**config.mk**
```make
export PLATFORM = sky130hd
export DESIGN_NAME = stream_uart_emitter
export DESIGN_NICKNAME = d
export VERILOG_FILES = /design/src/rtl/stream_uart_emitter.sv
export SDC_FILE = /design/constraint.sdc
export NUM_CORES = 1
export LEC_CHECK = 0
export ABC_AREA = 1
export CAP_MARGIN = 40
export CORE_ASPECT_RATIO = 0.6
export CORE_MARGIN = 1.5
export CORE_UTILIZATION = 55
export DETAILED_ROUTE_END_ITERATION = 12
export PLACE_DENSITY_LB_ADDON = 0.1
export SKIP_CTS_REPAIR_TIMING = 1
export SLEW_MARGIN = 40
export SYNTH_ARGS = -nofsm -noshare
export SYNTH_HDL_FRONTEND = slang
export SYNTH_SLANG_ARGS = --single-unit
```
**constraint.sdc**
```tcl
create_clock -name i_clk -period 2.8 [get_ports i_clk]
set_input_delay 0.42 -clock i_clk [delete_from_list [all_inputs] [get_ports i_clk]]
set_output_delay 0.42 -clock i_clk [all_outputs]
set_load 0.01 [all_outputs]
```
**src/rtl/stream_uart_emitter.sv**
```systemverilog
// stream_uart_emitter
//
// Accepts an 8-bit AXI-Stream byte stream, buffers it in a FIFO and serialises
// each byte as one 8N1/8N2 UART frame on a single TX pin. Frames abut with no
// idle cycle while the FIFO has data.
//
// Optional feature (compile-time macro STREAM_UART_EMITTER_EOL_EN):
//   when defined, a byte stored with tlast=1 is followed by two extra frames,
//   0x0D then 0x0A, before the next FIFO entry is popped. When undefined, tlast
//   is stored but ignored.
//
// Parameters:
//   BAUD_DIV   - clock cycles per UART bit (>= 2)
//   FIFO_DEPTH - byte-buffer entries (power of two, >= 2)
//   STOP_BITS  - stop bits per frame (1 or 2)
//
// Ports:
//   i_clk     - clock
//   i_rst     - synchronous active-high reset
//   i_tdata   - stream byte
//   i_tlast   - last byte of packet
//   i_tvalid  - stream valid
//   o_tready  - stream ready (registered, low while FIFO is full)
//   o_uart_tx - UART line, idles high (registered)
//   o_busy    - frame on the line or FIFO non-empty (registered)
//   o_level   - FIFO occupancy

module stream_uart_emitter #(
  parameter int unsigned BAUD_DIV   = 868,
  parameter int unsigned FIFO_DEPTH = 16,
  parameter int unsigned STOP_BITS  = 1
) (
  input  logic                         i_clk,
  input  logic                         i_rst,
  input  logic [7:0]                   i_tdata,
  input  logic                         i_tlast,
  input  logic                         i_tvalid,
  output logic                         o_tready,
  output logic                         o_uart_tx,
  output logic                         o_busy,
  output logic [$clog2(FIFO_DEPTH):0]  o_level
);

  localparam int unsigned AddrW = $clog2(FIFO_DEPTH);
  localparam int unsigned LvlW  = AddrW + 1;
  localparam int unsigned BaudW = $clog2(BAUD_DIV);

  localparam logic [BaudW-1:0] BaudMax = BaudW'(BAUD_DIV - 1);
  localparam logic [2:0]       StopMax = 3'(STOP_BITS - 1);
  localparam logic [LvlW-1:0]  LvlFull = LvlW'(FIFO_DEPTH);

`ifdef STREAM_UART_EMITTER_EOL_EN
  // StEolCr / StEolLf are the start-bit phases of the inserted CR / LF frames.
  typedef enum logic [2:0] {StIdle, StStart, StData, StStop, StEolCr, StEolLf} state_e;
`else
  typedef enum logic [2:0] {StIdle, StStart, StData, StStop} state_e;
`endif

  // ---------------------------------------------------------------------------
  // FIFO: {tlast, tdata} entries
  // ---------------------------------------------------------------------------
  logic [8:0]       mem_q [FIFO_DEPTH];
  logic [AddrW-1:0] wr_ptr_q, rd_ptr_q;
  logic [LvlW-1:0]  count_q, count_d;
  logic             tready_q;
  logic             push, pop, fifo_nempty;
  logic [8:0]       rd_data;

  assign push        = i_tvalid & tready_q;
  assign fifo_nempty = (count_q != '0);
  assign rd_data     = mem_q[rd_ptr_q];

  always_comb begin
    count_d = count_q;
    unique case ({push, pop})
      2'b10:   count_d = count_q + LvlW'(1);
      2'b01:   count_d = count_q - LvlW'(1);
      default: count_d = count_q;
    endcase
  end

  always_ff @(posedge i_clk) begin
    if (i_rst) begin
      wr_ptr_q <= '0;
      rd_ptr_q <= '0;
      count_q  <= '0;
      tready_q <= 1'b0;
    end else begin
      if (push) wr_ptr_q <= wr_ptr_q + AddrW'(1);
      if (pop)  rd_ptr_q <= rd_ptr_q + AddrW'(1);
      count_q  <= count_d;
      // Ready reflects the occupancy after this edge, so a pop re-opens it next cycle.
      tready_q <= (count_d != LvlFull);
    end
  end

  // Storage needs no reset; occupancy and pointers define validity.
  always_ff @(posedge i_clk) begin
    if (push) mem_q[wr_ptr_q] <= {i_tlast, i_tdata};
  end

  // ---------------------------------------------------------------------------
  // TX FSM
  // ---------------------------------------------------------------------------
  state_e           state_q;
  logic [BaudW-1:0] baud_q;
  logic [2:0]       bit_cnt_q;
  logic [7:0]       shreg_q;
  logic             last_q;
  logic             bit_end, stop_done, eol_next, start_phase;

  assign bit_end   = (baud_q == '0);
  assign stop_done = (state_q == StStop) && bit_end && (bit_cnt_q == '0);

`ifdef STREAM_UART_EMITTER_EOL_EN
  // Set while the frame on the line is the inserted CR, so LF follows it.
  logic eol_cr_q;

  assign eol_next    = last_q | eol_cr_q;
  assign start_phase = (state_q == StStart) || (state_q == StEolCr) || (state_q == StEolLf);
`else
  logic unused_last;

  assign unused_last = last_q;
  assign eol_next    = 1'b0;
  assign start_phase = (state_q == StStart);
`endif

  // Pop from idle, or back-to-back at the end of a stop phase when no EOL is pending.
  assign pop = fifo_nempty && ((state_q == StIdle) || (stop_done && !eol_next));

  always_ff @(posedge i_clk) begin
    if (i_rst) begin
      state_q   <= StIdle;
      baud_q    <= '0;
      bit_cnt_q <= '0;
      shreg_q   <= '0;
      last_q    <= 1'b0;
`ifdef STREAM_UART_EMITTER_EOL_EN
      eol_cr_q  <= 1'b0;
`endif
    end else begin
      unique case (state_q)
        StIdle: begin
          if (pop) begin
            shreg_q <= rd_data[7:0];
            last_q  <= rd_data[8];
            baud_q  <= BaudMax;
            state_q <= StStart;
          end
        end

`ifdef STREAM_UART_EMITTER_EOL_EN
        StStart, StEolCr, StEolLf: begin
`else
        StStart: begin
`endif
          if (bit_end) begin
            baud_q    <= BaudMax;
            bit_cnt_q <= 3'd7;
            state_q   <= StData;
          end else begin
            baud_q <= baud_q - 1'b1;
          end
        end

        StData: begin
          if (bit_end) begin
            baud_q  <= BaudMax;
            shreg_q <= {1'b0, shreg_q[7:1]};
            if (bit_cnt_q == '0) begin
              bit_cnt_q <= StopMax;
              state_q   <= StStop;
            end else begin
              bit_cnt_q <= bit_cnt_q - 1'b1;
            end
          end else begin
            baud_q <= baud_q - 1'b1;
          end
        end

        StStop: begin
          if (!bit_end) begin
            baud_q <= baud_q - 1'b1;
          end else if (bit_cnt_q != '0) begin
            bit_cnt_q <= bit_cnt_q - 1'b1;
            baud_q    <= BaudMax;
          end else begin
            baud_q <= BaudMax;
`ifdef STREAM_UART_EMITTER_EOL_EN
            if (last_q) begin
              shreg_q  <= 8'h0D;
              last_q   <= 1'b0;
              eol_cr_q <= 1'b1;
              state_q  <= StEolCr;
            end else if (eol_cr_q) begin
              shreg_q  <= 8'h0A;
              eol_cr_q <= 1'b0;
              state_q  <= StEolLf;
            end else
`endif
            if (pop) begin
              shreg_q <= rd_data[7:0];
              last_q  <= rd_data[8];
              state_q <= StStart;
            end else begin
              state_q <= StIdle;
            end
          end
        end

        default: state_q <= StIdle;
      endcase
    end
  end

  // ---------------------------------------------------------------------------
  // Registered outputs; the line follows the FSM phase by one cycle.
  // ---------------------------------------------------------------------------
  logic line_bit;
  logic tx_q, busy_q;

  always_comb begin
    line_bit = 1'b1;
    if (start_phase) begin
      line_bit = 1'b0;
    end else if (state_q == StData) begin
      line_bit = shreg_q[0];
    end
  end

  always_ff @(posedge i_clk) begin
    if (i_rst) begin
      tx_q   <= 1'b1;
      busy_q <= 1'b0;
    end else begin
      tx_q   <= line_bit;
      busy_q <= (state_q != StIdle) || fifo_nempty;
    end
  end

  assign o_tready  = tready_q;
  assign o_uart_tx = tx_q;
  assign o_busy    = busy_q;
  assign o_level   = count_q;

endmodule

```
==> results by group <==
Status
  • Run status: finished clean

Clock tree
  • # H-tree levels: 4
  • Clk Latency, worst-skew pair: 0.43 ns
  • Clock transition at the registers of the reported paths: approximately 0.07 ns
  • CTS Root Cell: clkbuf_16
  • CTS tree: built
  • CTS Buf Count: 17
  • Max Buffers Root-to-Sink: 2
  • Clock sink count: 171

Floorplanning
  • Total core area: 0.0131 sq mm
  • Die W: about 150 microns
  • Die height: 93.3 microns
  • DIE AREA: around 0.014 sq mm
  • Initial Utilization: 0.572
  • Core Rows: 32
  • IO Pins: 20

Routing
  • Post-route ant nets: 0
  • DRT Wirelength: 16600 microns
  • Wire per inst: between 15 and 20 microns
  • Vias per cell: around 5.5
  • Drt first pass iters: 5
  • Starting DRT DRC Count: between 400 and 500
  • Via count: 5282
  • DRC violations left: 0

Synthesis
  • Synth cell types: 34
  • Seq/Total Area, Yosys: 0.630
  • Top cells by area, synth: edfxtp_1, dfxtp_1, nand2_1
  • Top-count cell post-synth: edfxtp_1
  • Syn_area_per_cell: 10.0 sq um
  • Syn Inst Count: 746
  • Synth Warn #: 0
  • Post-synth EDFFs: 128
  • Yosys top cell area share: 0.515
  • Synth area leader: edfxtp_1
  • Commonest cells post-synth: edfxtp_1, nand2_1, nor2_1, nand3_1, inv_1
  • Mapped Area: between 0.007 and 0.008 sq mm
  • Syn_nets: 774
  • Seq cells post-synth: 171
  • Synth Flop Type: edfxtp_1
  • Asr flop ratio synth: 0

STA
  • Final Hold Fails: 0
  • Final setup TNS: 0 ns
  • Final Setup Violations: 0
  • Worst slew pin tran: 0.830 ns
  • RSZ-0062 raised after global routing: no
  • Fin crit share: 0.895
  • Final Max Tran Viols: 0
  • Tmin final: 2.51 ns
  • Rel. slew slack: 0.445
  • Clock Skews: 0.0100 ns
  • Fmax: 399 MHz

Final layout
  • FILL cells: 1027
  • Diodes inserted: 0
  • Area grow syn2layout: 14.5%
  • Share of post-route cells with drive strength above 1: 0.116
  • Nets: approximately 810
  • Cell Count, Final, Fillers Out: 961

Job
  • Max Cap Violations: 0

Critical path
  • Critical path startpoint category: register
  • Slowest cell on crit path: dfxtp_2
  • CP required: 3.12 ns
  • Maximum fanout along the worst path: 5
  • Arr. time, crit path: between 2 and 3 ns
  • Max incr delay on CP: 0.36 ns
  • Critical Path End Type: register
  • Crit path top cell by count: nand2_1
  • CP Class: reg -> reg
  • Critical-path cell list: inv_2 -> ha_1 -> nand2_1 -> nor2_2 -> nand2_4 -> nand2_4 -> nand2_4 -> inv_2 -> ha_4 -> inv_1 -> nand2_1 -> nand2_1 -> inv_1 -> ha_1 -> a21o_1 -> nor2_1 -> nor2_1 -> nand2_1 -> o21ai_0 -> nor2_1 -> nand2_1 -> nand2_1 -> nand2_1

Placement
  • Number of placed instances, taps included: 927
  • # port buffers: 18
  • RD Place Congestion: 0.820
  • Hpwl dp: 10700 microns

Pwr
  • Peak VDD IR: just over 500 uV
  • Leakage: 3.29 nW
  • Power Density: 991 mW/mm^2

Global route
  • Grt ovf: 0
  • Vias in the first global route: 5056
  • Largest net degree at the start of global routing: 87
  • GRT Util Overall: 0.252
  • First-pass GRT wire length: between 20000 and 30000 microns
  • Initial antenna violation count: 0

Worst hold path
  • Worst Hold Class: reg -> reg
==> cell type report <==
class,instances,area [sq um],area share
flip-flops and latches,171,4710,0.551
multi-input cells,474,2360,0.276
clock buffers,22,495,0.0579
repair buffers,45,399,0.0467
inverters,69,259,0.0303
well taps,170,213,0.0249
clock inverters,10,110,0.0129
==> path summary, 6_finish.rpt <==
check / from / to / slack, ns / depth (start not counted)
worst max-delay path: baud_q[0] / o_tready / 0.29 / 23
worst max register to register: baud_q[0] / o_tready / 0.29 / 23
worst min register to register: baud_q[0] / baud_q[0] / 0.47 / 1
worst min-delay path: baud_q[0] / baud_q[0] / 0.47 / 1
==> worst max-delay path: cells and delay by family, from the launching register on <==
family / cells / cell delay, ns
flops: 1 / 0.36
buf+inv: 4 / 0.23
fa+ha+maj: 3 / 0.53
compound gates: 2 / 0.29
simple gates: 14 / 0.99
==> metal layers <==
metal  track usage  vias up  routed length [microns]  part of all wire
met1         0.364     2521                     8030              0.48
met4        0.0728        0                      130            0.0078
met3        0.0695       13                     1310             0.079
li1              -     2588                        -                 -
met5             0        -                        0                 0
met2         0.373      160                     7140              0.43
==> cell families after synthesis <==
logic type / after synthesis / synth area share
fa+ha+maj: 16 / 0.0268
simple gates: 346 / 0.198
flops: 171 / 0.630
xor+xnor: 4 / 0.00469
compound gates: 108 / 0.0839
buf+inv: 101 / 0.0565
==> placed cells by master, fill, tap and decap left out, types with 22 or more instances in the layout <==
master / n
buf_4: 25
inv_1: 55
dfxtp_1: 36
o211ai_1: 22
a21oi_1: 24
edfxtp_1: 128
nand3_1: 72
o21ai_0: 53
nand2_1: 125
nor2_1: 124
==> registers in the layout (all words and copies together) (netlist names), named ones only <==
signal / count
shreg_q: 8
o_busy: 1
rd_ptr_q: 4
o_uart_tx: 1
wr_ptr_q: 4
state_q: 2
o_tready: 1
baud_q: 10
mem_q: 128
bit_cnt_q: 3
o_level: 5
==> per-stage QoR <==
step | area, sq um | power [mW] | worst slack [ns] | utilization | hold WS, ns
after floorplan | 7470 | 5.32 | 0.354 | - | 0.440
after global placement | 7900 | 5.91 | 0.157 | 0.605 | 0.455
after detailed placement | 7900 | 6.01 | 0.0760 | 0.605 | 0.459
after CTS | 8500 | 8.40 | 0.0427 | 0.652 | 0.469
after global routing | 8550 | 9.03 | 0.00632 | 0.655 | 0.472
final | 8550 | 8.47 | 0.294 | 0.655 | 0.466
==> power by group <==
| group | switching, mW | internal (mW) |
|---|---|---|
| Combinational | 1.87 | 1.02 |
| Clock | 0.960 | 1.44 |
| Sequential | 0.175 | 3.01 |
| Total | 3.00 | 5.47 |
Power figures use the tool's default switching activity.
